### config.mk
export PLATFORM = sky130hd
export DESIGN_NAME = lsu_mem_ctrl
export DESIGN_NICKNAME = d
export VERILOG_FILES = /design/src/rtl/lsu_mem_ctrl.sv
export SDC_FILE = /design/constraint.sdc
export NUM_CORES = 1
export LEC_CHECK = 0
export CORE_ASPECT_RATIO = 1.4
export CORE_MARGIN = 8
export CORE_UTILIZATION = 52
export DETAILED_ROUTE_END_ITERATION = 10
export PLACE_DENSITY = 0.89
export SETUP_SLACK_MARGIN = 0.1
export SYNTH_ARGS = -nofsm -noshare
export SYNTH_HDL_FRONTEND = slang
export SYNTH_SLANG_ARGS = --single-unit
### constraint.sdc
create_clock -name clk -period 2.3 [get_ports clk]
set_input_delay 0.575 -clock clk [delete_from_list [all_inputs] [get_ports clk]]
set_output_delay 0.575 -clock clk [all_outputs]
set_load 0.1 [all_outputs]
### src/rtl/lsu_mem_ctrl.sv
// ---------------------------------------------------------------------------
// lsu_mem_ctrl
//   Load/store initiator between a single-cycle core and a word-addressed
//   data memory. It accepts byte-addressed RV32I loads/stores, extracts and
//   extends load data, performs read-modify-write for SB/SH, and reports
//   misaligned or illegal accesses without touching memory.
//
// Ports
//   clk, rst        : clock, synchronous active-high reset
//   req_valid       : request strobe, sampled only while req_ready=1
//   req_ready       : high only in IDLE
//   req_store       : 1=store, 0=load
//   req_funct3      : RV32I funct3 of the access
//   req_addr        : byte address (ADDR_W+2 bits)
//   req_wdata       : store data, LSB-justified
//   done            : one-cycle completion pulse
//   fault           : valid with done; 1=misaligned/illegal, no memory effect
//   load_data       : extended load result, held until the next good load
//   mem_read        : memory read enable
//   mem_write       : memory write enable (memory writes on the clk edge)
//   mem_addr        : word address of the latched request
//   mem_wdata       : word written to memory
//   mem_rdata       : combinational read data, valid with mem_read
// ---------------------------------------------------------------------------
module lsu_mem_ctrl #(
  parameter int unsigned ADDR_W = 6
) (
  input  logic              clk,
  input  logic              rst,
  input  logic              req_valid,
  output logic              req_ready,
  input  logic              req_store,
  input  logic [2:0]        req_funct3,
  input  logic [ADDR_W+1:0] req_addr,
  input  logic [31:0]       req_wdata,
  output logic              done,
  output logic              fault,
  output logic [31:0]       load_data,
  output logic              mem_read,
  output logic              mem_write,
  output logic [ADDR_W-1:0] mem_addr,
  output logic [31:0]       mem_wdata,
  input  logic [31:0]       mem_rdata
);

  localparam int unsigned BA_W = ADDR_W + 2;

  localparam logic [1:0] S_IDLE = 2'd0;
  localparam logic [1:0] S_RD   = 2'd1;
  localparam logic [1:0] S_WR   = 2'd2;
  localparam logic [1:0] S_DONE = 2'd3;

  // funct3 size field
  localparam logic [1:0] SZ_B = 2'd0;
  localparam logic [1:0] SZ_H = 2'd1;
  localparam logic [1:0] SZ_W = 2'd2;

  logic [1:0]      state_q,     state_d;
  logic            store_q,     store_d;
  logic [2:0]      funct3_q,    funct3_d;
  logic [BA_W-1:0] addr_q,      addr_d;
  logic [31:0]     wdata_q,     wdata_d;
  logic            fault_q,     fault_d;
  logic [31:0]     load_data_q, load_data_d;
  logic [31:0]     merge_q,     merge_d;

  // Request decode on the input pins (only meaningful while accepting)
  logic req_legal_c;
  logic req_misaligned_c;
  logic req_fault_c;

  always_comb begin
    req_legal_c = 1'b0;
    case (req_funct3)
      3'b000, 3'b001, 3'b010: req_legal_c = 1'b1;
      3'b100, 3'b101:         req_legal_c = !req_store;
      default:                req_legal_c = 1'b0;
    endcase
  end

  always_comb begin
    req_misaligned_c = 1'b0;
    if (req_funct3[1:0] == SZ_H) begin
      req_misaligned_c = req_addr[0];
    end else if (req_funct3[1:0] == SZ_W) begin
      req_misaligned_c = (req_addr[1:0] != 2'b00);
    end
  end

  assign req_fault_c = !req_legal_c || req_misaligned_c;

  // Load extraction from the addressed byte/halfword of the read word
  logic [7:0]  ld_byte_c;
  logic [15:0] ld_half_c;
  logic [31:0] ld_ext_c;

  always_comb begin
    ld_byte_c = mem_rdata[7:0];
    case (addr_q[1:0])
      2'd0:    ld_byte_c = mem_rdata[7:0];
      2'd1:    ld_byte_c = mem_rdata[15:8];
      2'd2:    ld_byte_c = mem_rdata[23:16];
      default: ld_byte_c = mem_rdata[31:24];
    endcase
    ld_half_c = addr_q[1] ? mem_rdata[31:16] : mem_rdata[15:0];
  end

  always_comb begin
    ld_ext_c = mem_rdata;
    case (funct3_q)
      3'b000:  ld_ext_c = {{24{ld_byte_c[7]}}, ld_byte_c};
      3'b100:  ld_ext_c = {24'd0, ld_byte_c};
      3'b001:  ld_ext_c = {{16{ld_half_c[15]}}, ld_half_c};
      3'b101:  ld_ext_c = {16'd0, ld_half_c};
      default: ld_ext_c = mem_rdata;
    endcase
  end

  // Sub-word store merge: replace the addressed lane of the read word
  logic [31:0] merge_word_c;

  always_comb begin
    merge_word_c = mem_rdata;
    if (funct3_q[1:0] == SZ_B) begin
      case (addr_q[1:0])
        2'd0:    merge_word_c[7:0]   = wdata_q[7:0];
        2'd1:    merge_word_c[15:8]  = wdata_q[7:0];
        2'd2:    merge_word_c[23:16] = wdata_q[7:0];
        default: merge_word_c[31:24] = wdata_q[7:0];
      endcase
    end else if (funct3_q[1:0] == SZ_H) begin
      if (addr_q[1]) begin
        merge_word_c[31:16] = wdata_q[15:0];
      end else begin
        merge_word_c[15:0] = wdata_q[15:0];
      end
    end
  end

  // Next-state and datapath update
  always_comb begin
    state_d     = state_q;
    store_d     = store_q;
    funct3_d    = funct3_q;
    addr_d      = addr_q;
    wdata_d     = wdata_q;
    fault_d     = fault_q;
    load_data_d = load_data_q;
    merge_d     = merge_q;

    case (state_q)
      S_IDLE: begin
        if (req_valid) begin
          store_d  = req_store;
          funct3_d = req_funct3;
          addr_d   = req_addr;
          wdata_d  = req_wdata;
          fault_d  = req_fault_c;
          if (req_fault_c) begin
            state_d = S_DONE;
          end else if (req_store && (req_funct3[1:0] == SZ_W)) begin
            state_d = S_WR;
          end else begin
            // loads and sub-word stores both need the current word first
            state_d = S_RD;
          end
        end
      end
      S_RD: begin
        if (store_q) begin
          merge_d = merge_word_c;
          state_d = S_WR;
        end else begin
          load_data_d = ld_ext_c;
          state_d     = S_DONE;
        end
      end
      S_WR: begin
        state_d = S_DONE;
      end
      default: begin
        state_d = S_IDLE;
      end
    endcase
  end

  // State and datapath registers
  always_ff @(posedge clk) begin
    if (rst) begin
      state_q     <= S_IDLE;
      store_q     <= 1'b0;
      funct3_q    <= 3'd0;
      addr_q      <= '0;
      wdata_q     <= 32'd0;
      fault_q     <= 1'b0;
      load_data_q <= 32'd0;
      merge_q     <= 32'd0;
    end else begin
      state_q     <= state_d;
      store_q     <= store_d;
      funct3_q    <= funct3_d;
      addr_q      <= addr_d;
      wdata_q     <= wdata_d;
      fault_q     <= fault_d;
      load_data_q <= load_data_d;
      merge_q     <= merge_d;
    end
  end

  // Outputs decoded from registered state; enables gated by rst so a reset
  // edge landing in RD/WR never produces a memory access.
  assign req_ready = (state_q == S_IDLE);
  assign done      = (state_q == S_DONE);
  assign fault     = (state_q == S_DONE) && fault_q;
  assign load_data = load_data_q;
  assign mem_read  = (state_q == S_RD) && !rst;
  assign mem_write = (state_q == S_WR) && !rst;
  assign mem_addr  = addr_q[BA_W-1:2];

  always_comb begin
    mem_wdata = 32'd0;
    if (state_q == S_WR) begin
      mem_wdata = (funct3_q[1:0] == SZ_W) ? wdata_q : merge_q;
    end
  end

endmodule

==> reports/qor.yml <==
critical_path:
  path_cells: "nor2b_4 -> buf_12 -> nand2_1 -> a21boi_4 -> buf_12"
  worst-setup-path-type: "reg -> out"
  start_kind: "register"
  critPathTopFamily: "flip-flops"
  crit_required_ns: 1.73
  worstPathArrival_ns: 1.60
  path_buf_inv: 2
  cp-end-kind: "primary output"
  critPathMaxFanout: 22
  crit_top_cell: "buf_12"
  cp_slowest_cell: "dfxtp_4"
  slowest_delay_ns: 0.38
yosys:
  synth_top_area_cell: "dfxtp_1"
  synth_edf_count: 0
  yosys-top-cells-area: "dfxtp_1 40%, nand2_1 14%, a21oi_1 7.2%"
  yosysSeqAreaShare_pct: 39.9
  async_flop_share_pct: 0
  synth_cells: 719
  ys.flop_type: "dfxtp_1"
  synthesis.area_um2: 5570
  syn_nets: 802
  yosysWarnings: 0
  avgSynthCellArea_um2: 7.75
  synth_seq_cells: 111
  yosys.area.top_type_share_pct: 39.9
  synth.distinct_cells: 50
finish:
  final_cell_mix: "205 x nand2_1, 107 x dfxtp_1, 80 x a21oi_1"
  syn_to_final_growth_pct: 48.2
  final_common_cell: "nand2_1"
  drive_gt1_share_pct: 23.1
  layout.cells.non_filler: 988
  antenna_cells: 0
  nets: 928
floorplanning:
  dieArea_um2: 14300
  start_util_pct: 53.6
  die_x_um: 103
  die_h_um: 138
  row_count: 44
  core_um2: 10400
  ioPinCount: 154
run:
  drv_cap: 0
grt:
  grt_pass1_vias: 5999
  grt_max_degree: 54
  antenna_found_initial: 0
  track_usage_pct: 28.2
  grt_overflow_total: 0
  grt_pass1_wl_mm: 31.8
placed_design:
  pre_cts_ws_ns: 0.120
  finalWeightedCongestion: 0.955
  port_buffers: 153
  detailed_place_hpwl_mm: 14.6
  dp.cells: 966
route:
  ant_nets: 0
  drt-total-wl_mm: 20.6
  first_iter_violations: 589
  wl_per_cell_um: 20.9
  vias: 5985
  drc_errors: 0
  viasPerCell: 6.06
  firstDrtPassIters: 6
clock_network:
  cts-root-buf: "clkbuf_16"
  cts_buffer_depth: 2
  cts.sinks: 111
  htreeDepth: 3
  clk_pin_slew_worst_paths_ns: 0.07
  cts_tree: "done"
  clk_latency_ns: 0.35
  holdBufCountCts: 0
  cts_buffers: 9
timing:
  rsz0062_at_grt: "true"
  setup_viol: 0
  max-slew-margin-rel_pct: 60.9
  worst_slew_pin_slew_ns: 0.586
  skew_ns: 0.00794
  period_share_pct: 94.6
  clock.fmax_mhz: 459
  drv_slew: 0
  finalHoldViolations: 0
  min_period_ns: 2.18
  timing.hold.ws_ns: 0.455
  layout_setup_ws_ns: 0.124
power:
  p_total_mw: 9.57
  p_per_area_nw_per_um2: 1160
  p_leak_nw: 2.88
  irDropWorstVdd_mv: 1.23
run_status:
  outcome: "completed"
worst_hold_path:
  hold_path_class: "reg -> reg"
==> cell type report <==
type	count	area, um2
inverter	6	25.0
clock inverter	5	57.6
sequential	111	2230
multi-input combinational	534	3370
fill	669	2150
clock buffer	11	243
tap	138	173
timing repair buffer	183	2150
==> report_power, final <==
part / switching, mW / internal (mW)
clock network: 0.724 / 0.874
logic: 3.65 / 1.66
registers: 0.319 / 2.34
==> cells in the mapped netlist, types with 4 or more instances <==
cell	n
a21boi_0	32
a21oi_1	80
a21oi_2	10
a221oi_1	7
a222oi_1	8
a22o_1	8
a22oi_1	8
a311oi_1	12
a311oi_2	4
and2_1	4
buf_1	5
buf_2	9
buf_4	9
buf_6	8
clkbuf_1	37
dfxtp_1	111
ha_1	4
inv_1	5
mux2i_1	8
nand2_1	206
nand2b_1	4
nand3_1	8
nor2_1	28
nor2b_1	4
nor3_2	8
o21ai_0	48
o22ai_1	8
or3_1	8
==> worst paths after layout <==
kind               start      endpoint  slack, ns  cells after the start
min          merge_q[26]   merge_q[26]       0.45                      2
min reg2reg  merge_q[26]   merge_q[26]       0.45                      2
max reg2reg  funct3_q[1]   merge_q[31]       0.28                      5
max          funct3_q[1]  mem_wdata[1]       0.12                      5
==> routing by layer <==
layer	share of wire, %	up-vias	track usage, %
li1	-	2755	-
met1	35	2818	32.5
met2	51	343	47.8
met3	9.4	69	6.18
met4	4.5	0	12.3
met5	0	-	0
==> kinds of logic after synthesis <==
kind of cell	share of synthesized area (%)
buffers and inverters	6.87
AND/OR/NAND/NOR	22.2
AO/OA/AOI/OAI	27.9
flip-flops	39.9
multiplexers	2.25
adder cells (fa/ha/maj)	0.898
==> registers in the layout, summed over array words and instances (netlist names) <==
name and flops:
load_data 32, fault_q 1, addr_q 8, funct3_q 3
state_q 2, wdata_q 32, merge_q 32, store_q 1
==> worst reg2reg max path: cells and delay by family (launching register included) <==
family	cells	cell delay, ns
flops	1	0.37
simple gates	3	1.10
buf+inv	1	0.24
compound gates	1	0.23
==> what timing repair did <==
item / CTS / global route
pin swaps: 0 / 2
buffers inserted: 0 / 2
resized for setup: 11 / 9
setup endpoints to repair: 32 / 32
cloned: 1 / 3
==> metrics by stage <==
stage | util, % | TNS (ns) | area (um2)
floorplan | - | -0.154 | 5950
global placement | 74.7 | 0 | 7780
detailed placement | 74.7 | 0 | 7780
CTS | 78.3 | 0 | 8140
global route | 79.4 | 0 | 8260
finish | 79.4 | 0 | 8260
Power figures use the tool's default switching activity.
